`src/rtl/fifo_pkg.sv`:
```
// Shared defaults and width helper for the RAM-backed FWFT FIFO.
package fifo_pkg;

  localparam int unsigned DEFAULT_DATA_WIDTH = 32'd8;
  localparam int unsigned DEFAULT_DEPTH      = 32'd16;
  localparam int unsigned DEFAULT_ALMOST_GAP = 32'd2;

  // Pointer width; the occupancy counter needs one extra bit to reach DEPTH.
  function automatic int unsigned ptr_width(input int unsigned depth);
    return $clog2(depth);
  endfunction

endpackage

```
`src/rtl/simple_dualport_mem.sv`:
```
// Simple dual-port RAM: Port A writes, Port B reads with one cycle of registered latency.
module simple_dualport_mem #(
  parameter int DATA_WIDTH = 8,
  parameter int DEPTH      = 16,
  parameter int ADDR_WIDTH = $clog2(DEPTH)
) (
  input  logic                  clk,
  input  logic                  wea,
  input  logic [ADDR_WIDTH-1:0] addra,
  input  logic [DATA_WIDTH-1:0] dina,
  input  logic [ADDR_WIDTH-1:0] addrb,
  output logic [DATA_WIDTH-1:0] doutb
);

  logic [DATA_WIDTH-1:0] mem_q [DEPTH];
  logic [DATA_WIDTH-1:0] doutb_q;

  // Storage array and registered read; a same-address read and write returns the old word.
  always_ff @(posedge clk) begin
    if (wea) begin
      mem_q[addra] <= dina;
    end
    doutb_q <= mem_q[addrb];
  end

  assign doutb = doutb_q;

endmodule

```
`src/rtl/mem_fifo_ctrl.sv`:
```
// First-word-fall-through FIFO controller around simple_dualport_mem.
// Optional almost_full/almost_empty ports are enabled by defining FIFO_ALMOST_FLAGS_EN.
module mem_fifo_ctrl
  import fifo_pkg::*;
#(
  parameter int DATA_WIDTH = DEFAULT_DATA_WIDTH,
  parameter int DEPTH      = DEFAULT_DEPTH,
  parameter int ALMOST_GAP = DEFAULT_ALMOST_GAP
) (
  input  logic                          clk,
  input  logic                          rst_n,
  input  logic                          flush,
  input  logic                          in_valid,
  output logic                          in_ready,
  input  logic [DATA_WIDTH-1:0]         in_data,
  output logic                          out_valid,
  input  logic                          out_ready,
  output logic [DATA_WIDTH-1:0]         out_data,
  output logic [$clog2(DEPTH):0]        count
`ifdef FIFO_ALMOST_FLAGS_EN
  ,
  output logic                          almost_full,
  output logic                          almost_empty
`endif
);

  localparam int PTR_W = ptr_width(DEPTH);
  localparam int CNT_W = PTR_W + 1;

  if ((DEPTH < 2) || ((DEPTH & (DEPTH - 1)) != 0)) begin : g_bad_depth
    $error("mem_fifo_ctrl: DEPTH must be a power of two and at least 2");
  end

  logic [PTR_W-1:0] wr_ptr_q, wr_ptr_d;
  logic [PTR_W-1:0] rd_ptr_q, rd_ptr_d;
  logic [CNT_W-1:0] cnt_q, cnt_d;
  logic             out_valid_q, out_valid_d;
  logic             push;
  logic             pop;
  logic             wea;
  logic [PTR_W-1:0] addrb;

  // Handshakes and RAM port sequencing; addrb looks ahead so doutb refills on the popping edge.
  always_comb begin
    push = in_valid & in_ready;
    pop  = out_valid_q & out_ready;
    wea  = push & ~flush;
    if (pop) begin
      addrb = rd_ptr_q + PTR_W'(1);
    end else begin
      addrb = rd_ptr_q;
    end
  end

  // Next-state for pointers, occupancy and head-valid; flush overrides any transfer.
  always_comb begin
    wr_ptr_d    = wr_ptr_q;
    rd_ptr_d    = rd_ptr_q;
    cnt_d       = cnt_q;
    out_valid_d = out_valid_q;
    if (flush) begin
      wr_ptr_d    = '0;
      rd_ptr_d    = '0;
      cnt_d       = '0;
      out_valid_d = 1'b0;
    end else begin
      if (push) begin
        wr_ptr_d = wr_ptr_q + PTR_W'(1);
      end else begin
        wr_ptr_d = wr_ptr_q;
      end
      if (pop) begin
        rd_ptr_d = rd_ptr_q + PTR_W'(1);
      end else begin
        rd_ptr_d = rd_ptr_q;
      end
      case ({push, pop})
        2'b10:   cnt_d = cnt_q + CNT_W'(1);
        2'b01:   cnt_d = cnt_q - CNT_W'(1);
        default: cnt_d = cnt_q;
      endcase
      // A word written on this edge is not yet readable, so only older words count.
      out_valid_d = (cnt_q > CNT_W'(pop));
    end
  end

  // Control state registers.
  always_ff @(posedge clk or negedge rst_n) begin
    if (!rst_n) begin
      wr_ptr_q    <= '0;
      rd_ptr_q    <= '0;
      cnt_q       <= '0;
      out_valid_q <= 1'b0;
    end else begin
      wr_ptr_q    <= wr_ptr_d;
      rd_ptr_q    <= rd_ptr_d;
      cnt_q       <= cnt_d;
      out_valid_q <= out_valid_d;
    end
  end

  assign in_ready  = (cnt_q < CNT_W'(DEPTH));
  assign out_valid = out_valid_q;
  assign count     = cnt_q;

`ifdef FIFO_ALMOST_FLAGS_EN
  if (ALMOST_GAP >= DEPTH) begin : g_bad_gap
    $error("mem_fifo_ctrl: ALMOST_GAP must be smaller than DEPTH");
  end

  assign almost_full  = (cnt_q >= CNT_W'(DEPTH - ALMOST_GAP));
  assign almost_empty = (cnt_q <= CNT_W'(ALMOST_GAP));
`endif

  simple_dualport_mem #(
    .DATA_WIDTH (DATA_WIDTH),
    .DEPTH      (DEPTH),
    .ADDR_WIDTH (PTR_W)
  ) u_mem (
    .clk   (clk),
    .wea   (wea),
    .addra (wr_ptr_q),
    .dina  (in_data),
    .addrb (addrb),
    .doutb (out_data)
  );

endmodule

```
`config.mk`:
```
export PLATFORM = sky130hd
export DESIGN_NAME = mem_fifo_ctrl
export DESIGN_NICKNAME = d
export VERILOG_FILES = /design/src/rtl/fifo_pkg.sv /design/src/rtl/simple_dualport_mem.sv /design/src/rtl/mem_fifo_ctrl.sv
export SDC_FILE = /design/constraint.sdc
export NUM_CORES = 1
export LEC_CHECK = 0
export ABC_AREA = 1
export CAP_MARGIN = 5
export CORE_MARGIN = 8
export CORE_UTILIZATION = 60
export DETAILED_ROUTE_END_ITERATION = 16
export MAX_ROUTING_LAYER = met4
export PLACE_DENSITY = 0.79
export SLEW_MARGIN = 20
export SYNTH_ARGS = -nofsm -noshare
export SYNTH_HDL_FRONTEND = slang
export SYNTH_SLANG_ARGS = --single-unit
```
`constraint.sdc`:
```
create_clock -name clk -period 2.65 [get_ports clk]
set_clock_uncertainty 0.2 [all_clocks]
set_input_delay 0.265 -clock clk [delete_from_list [all_inputs] [get_ports clk]]
set_output_delay 0.265 -clock clk [all_outputs]
set_load 0.02 [all_outputs]
```
==> impl_metrics.tcl, run 1 <==
set metrics [dict create \
    routed_wl_mm 15.6 \
    yosys-top-cells-count "nand3_1 (134), edfxtp_1 (128), nand2_1 (102)" \
    drv_slew 0 \
    relSlewSlack_pct 55.0 \
    synth_top_area_share_pct 56.2 \
    async_flop_share_pct 9.33 \
    worst_pin_slew_ps 673 \
    crit_family "buffers and inverters" \
    cts_tree "done" \
    path_cells "ha_1, inv_1, o21ai_4, inv_2, buf_4, nand3_1, nand3_1, nand3_1, nand2_1" \
    seq_area_frac_synth_pct 63.6 \
    diodes 0 \
    status "finished clean" \
    drtPass1Iterations 7 \
    fin_ws_ps 549 \
    synth.most_common_cell "nand3_1" \
    cp.arrival_ps 2250 \
    cts_sinks 150 \
    vias 4827 \
    clock-root-buffer "clkbuf_16" \
    final_cells 825 \
    track_usage_pct 22.6 \
    drtIter0Drc 626 \
    viasPerCell 5.85 \
    leakage_nw 3.27 \
    worstPathMaxFanout 14 \
    yosysWarnings 0 \
    drtAntennaViolNets 0 \
    startpoint_type "flop" \
    io_pins 28 \
    synth-edff-count 128 \
    nNetsFinal 690 \
    place_area_sq_um 7280 \
    dp_hpwl_mm 9.38 \
    fmax_mhz 476 \
    cts_resized 0 \
    hold_slack_ps 36.8 \
    hold_class "primary input to async pin" \
    numCtsBuffers 17 \
    grt_pass1_wl_mm 24.9 \
    die_w_um 123 \
    fp-row-count 39 \
    start_util_pct 60.7 \
    finalSetupViolations 0 \
    final_area_sq_um 7950 \
    hold_violations 0 \
    die_y_um 123 \
    path_buf_inv 3 \
    core_sq_um 11300 \
    antenna_found_initial 0 \
    grt_max_degree 65 \
    route.detailed.drc 0 \
    pre_cts_slack_ps 386 \
    slowest_stage "dfrtp_1" \
    finalCritPeriodShare_pct 79.3 \
    ys_top_cells_by_area "edfxtp_1 (56%), nand3_1 (9.8%), nand3b_1 (6.3%), nand2_1 (5.6%), dfrtp_1 (5.1%)" \
    cp_common_cell "nand3_1" \
    cp.required_ps 2800 \
    port_buffers 27 \
    ys_seq_elements 150 \
    cts_max_path_buffers 2 \
    clk_latency_ps 420 \
    synth.avg_cell_area_sq_um 10.9 \
    area_delta_synth_final_pct 16.2 \
    crit_path_max_incr_delay_ps 430 \
    cts_hold_buf 0 \
    overflow 0 \
    min_period_ps 2100 \
    synth_fp_nets 648 \
    n_fill_cell 718 \
    clk_pin_slew_worst_paths_ps 60 \
    finalSetupTns_ps 0 \
    synth_flop_cell "edfxtp_1" \
    synth_cell_types 27 \
    rsz0062_at_grt "no" \
    postCtsSetupBuffers 0 \
    gp_congestion 0.905 \
    drive_above_1_share_pct 10.7 \
    dieArea_sq_um 15100 \
    yosysTopAreaCell "edfxtp_1" \
    syn-cell-area_sq_um 6850 \
    vdd_drop_max_mv 0.583 \
    wire_per_inst_um 18.9 \
    critical_path_class "flop to flop" \
    power_density_nw_per_um2 885 \
    syn_inst 627 \
    endpoint_kind "flop" \
    dp_cells 793 \
    htreeDepth 4 \
    first_global_vias 4796 \
    maxCapViolations 0 \
]
state kept, by name (all words and copies together) (netlist names):
signal	cells
u_mem.mem_q	128
u_mem.doutb	8
count	5
rd_ptr_q	4
wr_ptr_q	4
out_valid	1
metal layers:
| metal | up-vias | share of wire [%] | GRT usage (%) |
|---|---|---|---|
| li1 | 2203 | - | - |
| met1 | 2313 | 39 | 27.0 |
| met2 | 267 | 49 | 35.1 |
| met3 | 44 | 8.1 | 4.92 |
| met4 | 0 | 3.7 | 13.0 |
| met5 | - | 0 | - |
final timing paths:
kind	from	end	slack, ps	cells past startpoint
setup / recovery	rd_ptr_q[0]	u_mem.doutb[7]	550	9
hold / removal	rst_n	wr_ptr_q[0]	40	1
setup reg to reg	rd_ptr_q[0]	u_mem.doutb[7]	550	9
hold reg to reg	count[3]	count[3]	360	2
max in group asynchronous	rst_n	count[4]	1800	1
min in group clk	count[3]	count[3]	360	2
power by group:
part	switching [mW]	internal [mW]	leakage (nW)
clock network	0.919	1.79	0.321
logic	0.988	0.563	1.54
registers	0.0877	2.69	1.41
area by class of cell:
cell class | instances | area [sq um] | share of cell area (%)
multi-input combinational | 352 | 1900 | 23.9
tap | 143 | 179 | 2.25
clock inverter | 13 | 226 | 2.85
timing repair buffer | 53 | 490 | 6.17
inverter | 95 | 362 | 4.55
sequential | 150 | 4350 | 54.8
clock buffer | 19 | 443 | 5.57
through the flow:
step | power (mW) | util [%]
after floorplan | 3.87 | -
after global placement | 4.29 | 64.6
after detailed placement | 4.35 | 64.6
after CTS | 7.05 | 70.5
after global routing | 7.32 | 70.5
final | 7.04 | 70.5
placed cells by master (no fill, tap or decap), types with 2 or more instances in the layout:
cell type and n:
a21oi_1 2, buf_12 2, buf_4 24, bufinv_16 6
clkbuf_16 17, clkdlybuf4s50_1 27, clkinv_2 2, clkinvlp_4 2
dfrtp_1 14, dfxtp_1 8, edfxtp_1 128, ha_1 8
inv_1 89, inv_2 5, inv_6 2, nand2_1 101
nand2_2 3, nand2_4 3, nand3_1 134, nand3b_1 57
nor2_1 27, o21ai_0 9, xor2_4 2
cell families (layout without fill, tap and decap cells):
group,after synthesis,in the layout,share of synthesized area (%)
flops,150,150,63.6
xor+xnor,2,2,0.804
fa+ha+maj,8,8,1.46
buf+inv,125,180,8.72
simple gates,328,328,24.1
compound gates,14,14,1.26
Note: power is estimated with default switching activity, not from simulation.
==> run 2: changes to the inputs <==
CORE_UTILIZATION = 55   (was 60)
PLACE_DENSITY = 0.76   (was 0.79)
clock period = 1.8 ns   (was 2.65 ns; I/O delays follow)
==> impl_metrics.tcl, run 2 (synthesized netlist as in run 1, its figures left out) <==
set metrics [dict create \
    routed_wl_mm 16.8 \
    place_area_sq_um 7810 \
    dp_hpwl_mm 10.9 \
    antenna_found_initial 0 \
    fin_ws_ps -124 \
    track_usage_pct 22.0 \
    worst_pin_slew_ps 293 \
    power_density_nw_per_um2 1160 \
    nNetsFinal 742 \
    finalSetupViolations 8 \
    gp_congestion 0.924 \
    cts_tree "done" \
    drtIter0Drc 578 \
    port_buffers 27 \
    p_comb_share_pct 28.0 \
    cp.required_ps 1910 \
    drtPass1Iterations 5 \
    vdd_drop_max_mv 0.707 \
    leakage_nw 3.62 \
    fp-row-count 40 \
    clkPwrFrac_pct 31.8 \
    maxCapViolations 0 \
    status "finished, violations left" \
    cts_sinks 150 \
    p_switching_mw 3.17 \
    startpoint_type "flop" \
    final_area_sq_um 8780 \
    worstPathMaxFanout 15 \
    layout_common_cells "edfxtp_1 (128), nand3_1 (98), nand2_1 (93)" \
    violations "negative setup slack" \
    p_int_mw 7.04 \
    hold_violations 0 \
    clk_latency_ps 420 \
    r2r_cells 9 \
    rsz0062_at_grt "yes" \
    hold_end "rd_ptr_q[2]" \
    timing.rr.start "rd_ptr_q[0]" \
    drtAntennaViolNets 0 \
    dieArea_sq_um 16300 \
    regMostFlops "u_mem.mem_q" \
    first_global_vias 4949 \
    final_common_cell "edfxtp_1" \
    finalSetupTns_ps -704 \
    dp_cells 859 \
    drive_above_1_share_pct 26.6 \
    io_pins 28 \
    vias 4998 \
    viasPerCell 5.54 \
    die_w_um 128 \
    grt_max_degree 44 \
    r2r-end "u_mem.doutb[1]" \
    clk_pin_slew_worst_paths_ps 60 \
    clock-root-buffer "clkbuf_16" \
    cp.arrival_ps 2030 \
    p_sw_share_pct 31.0 \
    cts_max_path_buffers 2 \
    seqPwrFrac_pct 40.2 \
    hold_class "primary input to flop" \
    endpoint_kind "flop" \
    min_from "flush" \
    largest_reg_flops 128 \
    route.detailed.drc 0 \
    fmax_mhz 520 \
    hold_slack_ps 331 \
    finalCritPeriodShare_pct 107 \
    final_cells 902 \
    die_y_um 128 \
    crit_start "rd_ptr_q[0]" \
    core_sq_um 12100 \
    r2r_setup_slack_ps -120 \
    relSlewSlack_pct 80.5 \
    overflow 0 \
    htreeDepth 4 \
    start_util_pct 56.8 \
    diodes 0 \
    critical_path_class "flop to flop" \
    numCtsBuffers 17 \
    min_path_cells 3 \
    drv_slew 0 \
    area_delta_synth_final_pct 28.3 \
    grt_pass1_wl_mm 26.2 \
    min_period_ps 1920 \
    wire_per_inst_um 18.6 \
]
[run 2: changes by cell type in the layout (fill, tap and decap cells not counted), sizes merged, moves of 2 or more]
cell	previous run	this run
inv	96	94
clkbuf	19	23
buf	26	77
clkinvlp	2	4
bufinv	6	1
clkdlybuf4s50	27	18
dlygate4sd2	0	8
[run 2: cell type report]
class                      count  area (sq um)
multi-input combinational    352          2240
timing repair buffer         105          1060
tap                          168           210
inverter                      95           378
clock inverter                 9          81.3
sequential                   150          4360
fill                         772          3280
clock buffer                  23           458
[run 2: critical path: stages (launching register included)]
cell and delay [ps]:
dfrtp_1 420, ha_4 280, inv_2 40, o21ai_4 220, inv_4 110, buf_12 170
nand3_1 100, nand3_2 120, nand3_1 90, nand2_1 70
[run 2: how the worst max path moves through the flow]
stage                           endpoint  slack [ps]
final                     u_mem.doutb[1]        -120
after CTS                 u_mem.doutb[4]        -130
after global routing      u_mem.doutb[7]        -210
after floorplan                 count[4]         0.7
after detailed placement        count[4]        -300
after global placement          count[4]        -260
[run 2: metal layers]
| metal | share of wire, % | wire length, um | global-route usage (%) | up-vias |
|---|---|---|---|---|
| li1 | - | - | - | 2317 |
| met1 | 39 | 6640 | 26.0 | 2446 |
| met2 | 51 | 8590 | 35.5 | 205 |
| met3 | 6.7 | 1130 | 4.24 | 30 |
| met4 | 2.8 | 465 | 11.1 | 0 |
| met5 | 0 | 0 | - | - |
[run 2: metrics by stage]
stage	power, mW	util [%]	setup WS, ps
floorplan	5.72	-	0.726
global placement	6.59	64.8	-258
detailed placement	6.67	64.8	-301
CTS	10.0	71.0	-130
global route	10.6	72.8	-208
finish	10.2	72.8	-124
[run 2: repair_timing]
| item | in CTS | in global routing |
|---|---|---|
| setup endpoints to repair | 24 | 113 |
| cloned | 2 | 0 |
| buffers inserted | 4 | 6 |
| pin swaps | 15 | 18 |
| resized for setup | 34 | 47 |
| hold endpoints to repair | 14 | 0 |
| hold buffers | 1 | 0 |
[run 2: power groups by stage]
stage | Clock (mW) | Sequential [mW] | Combinational [mW]
finish | 3.25 | 4.10 | 2.86
global route | 3.39 | 4.12 | 3.10
CTS | 3.26 | 4.09 | 2.64
detailed placement | 0 | 4.16 | 2.51
global placement | 0 | 4.16 | 2.44
floorplan | 0 | 4.29 | 1.43
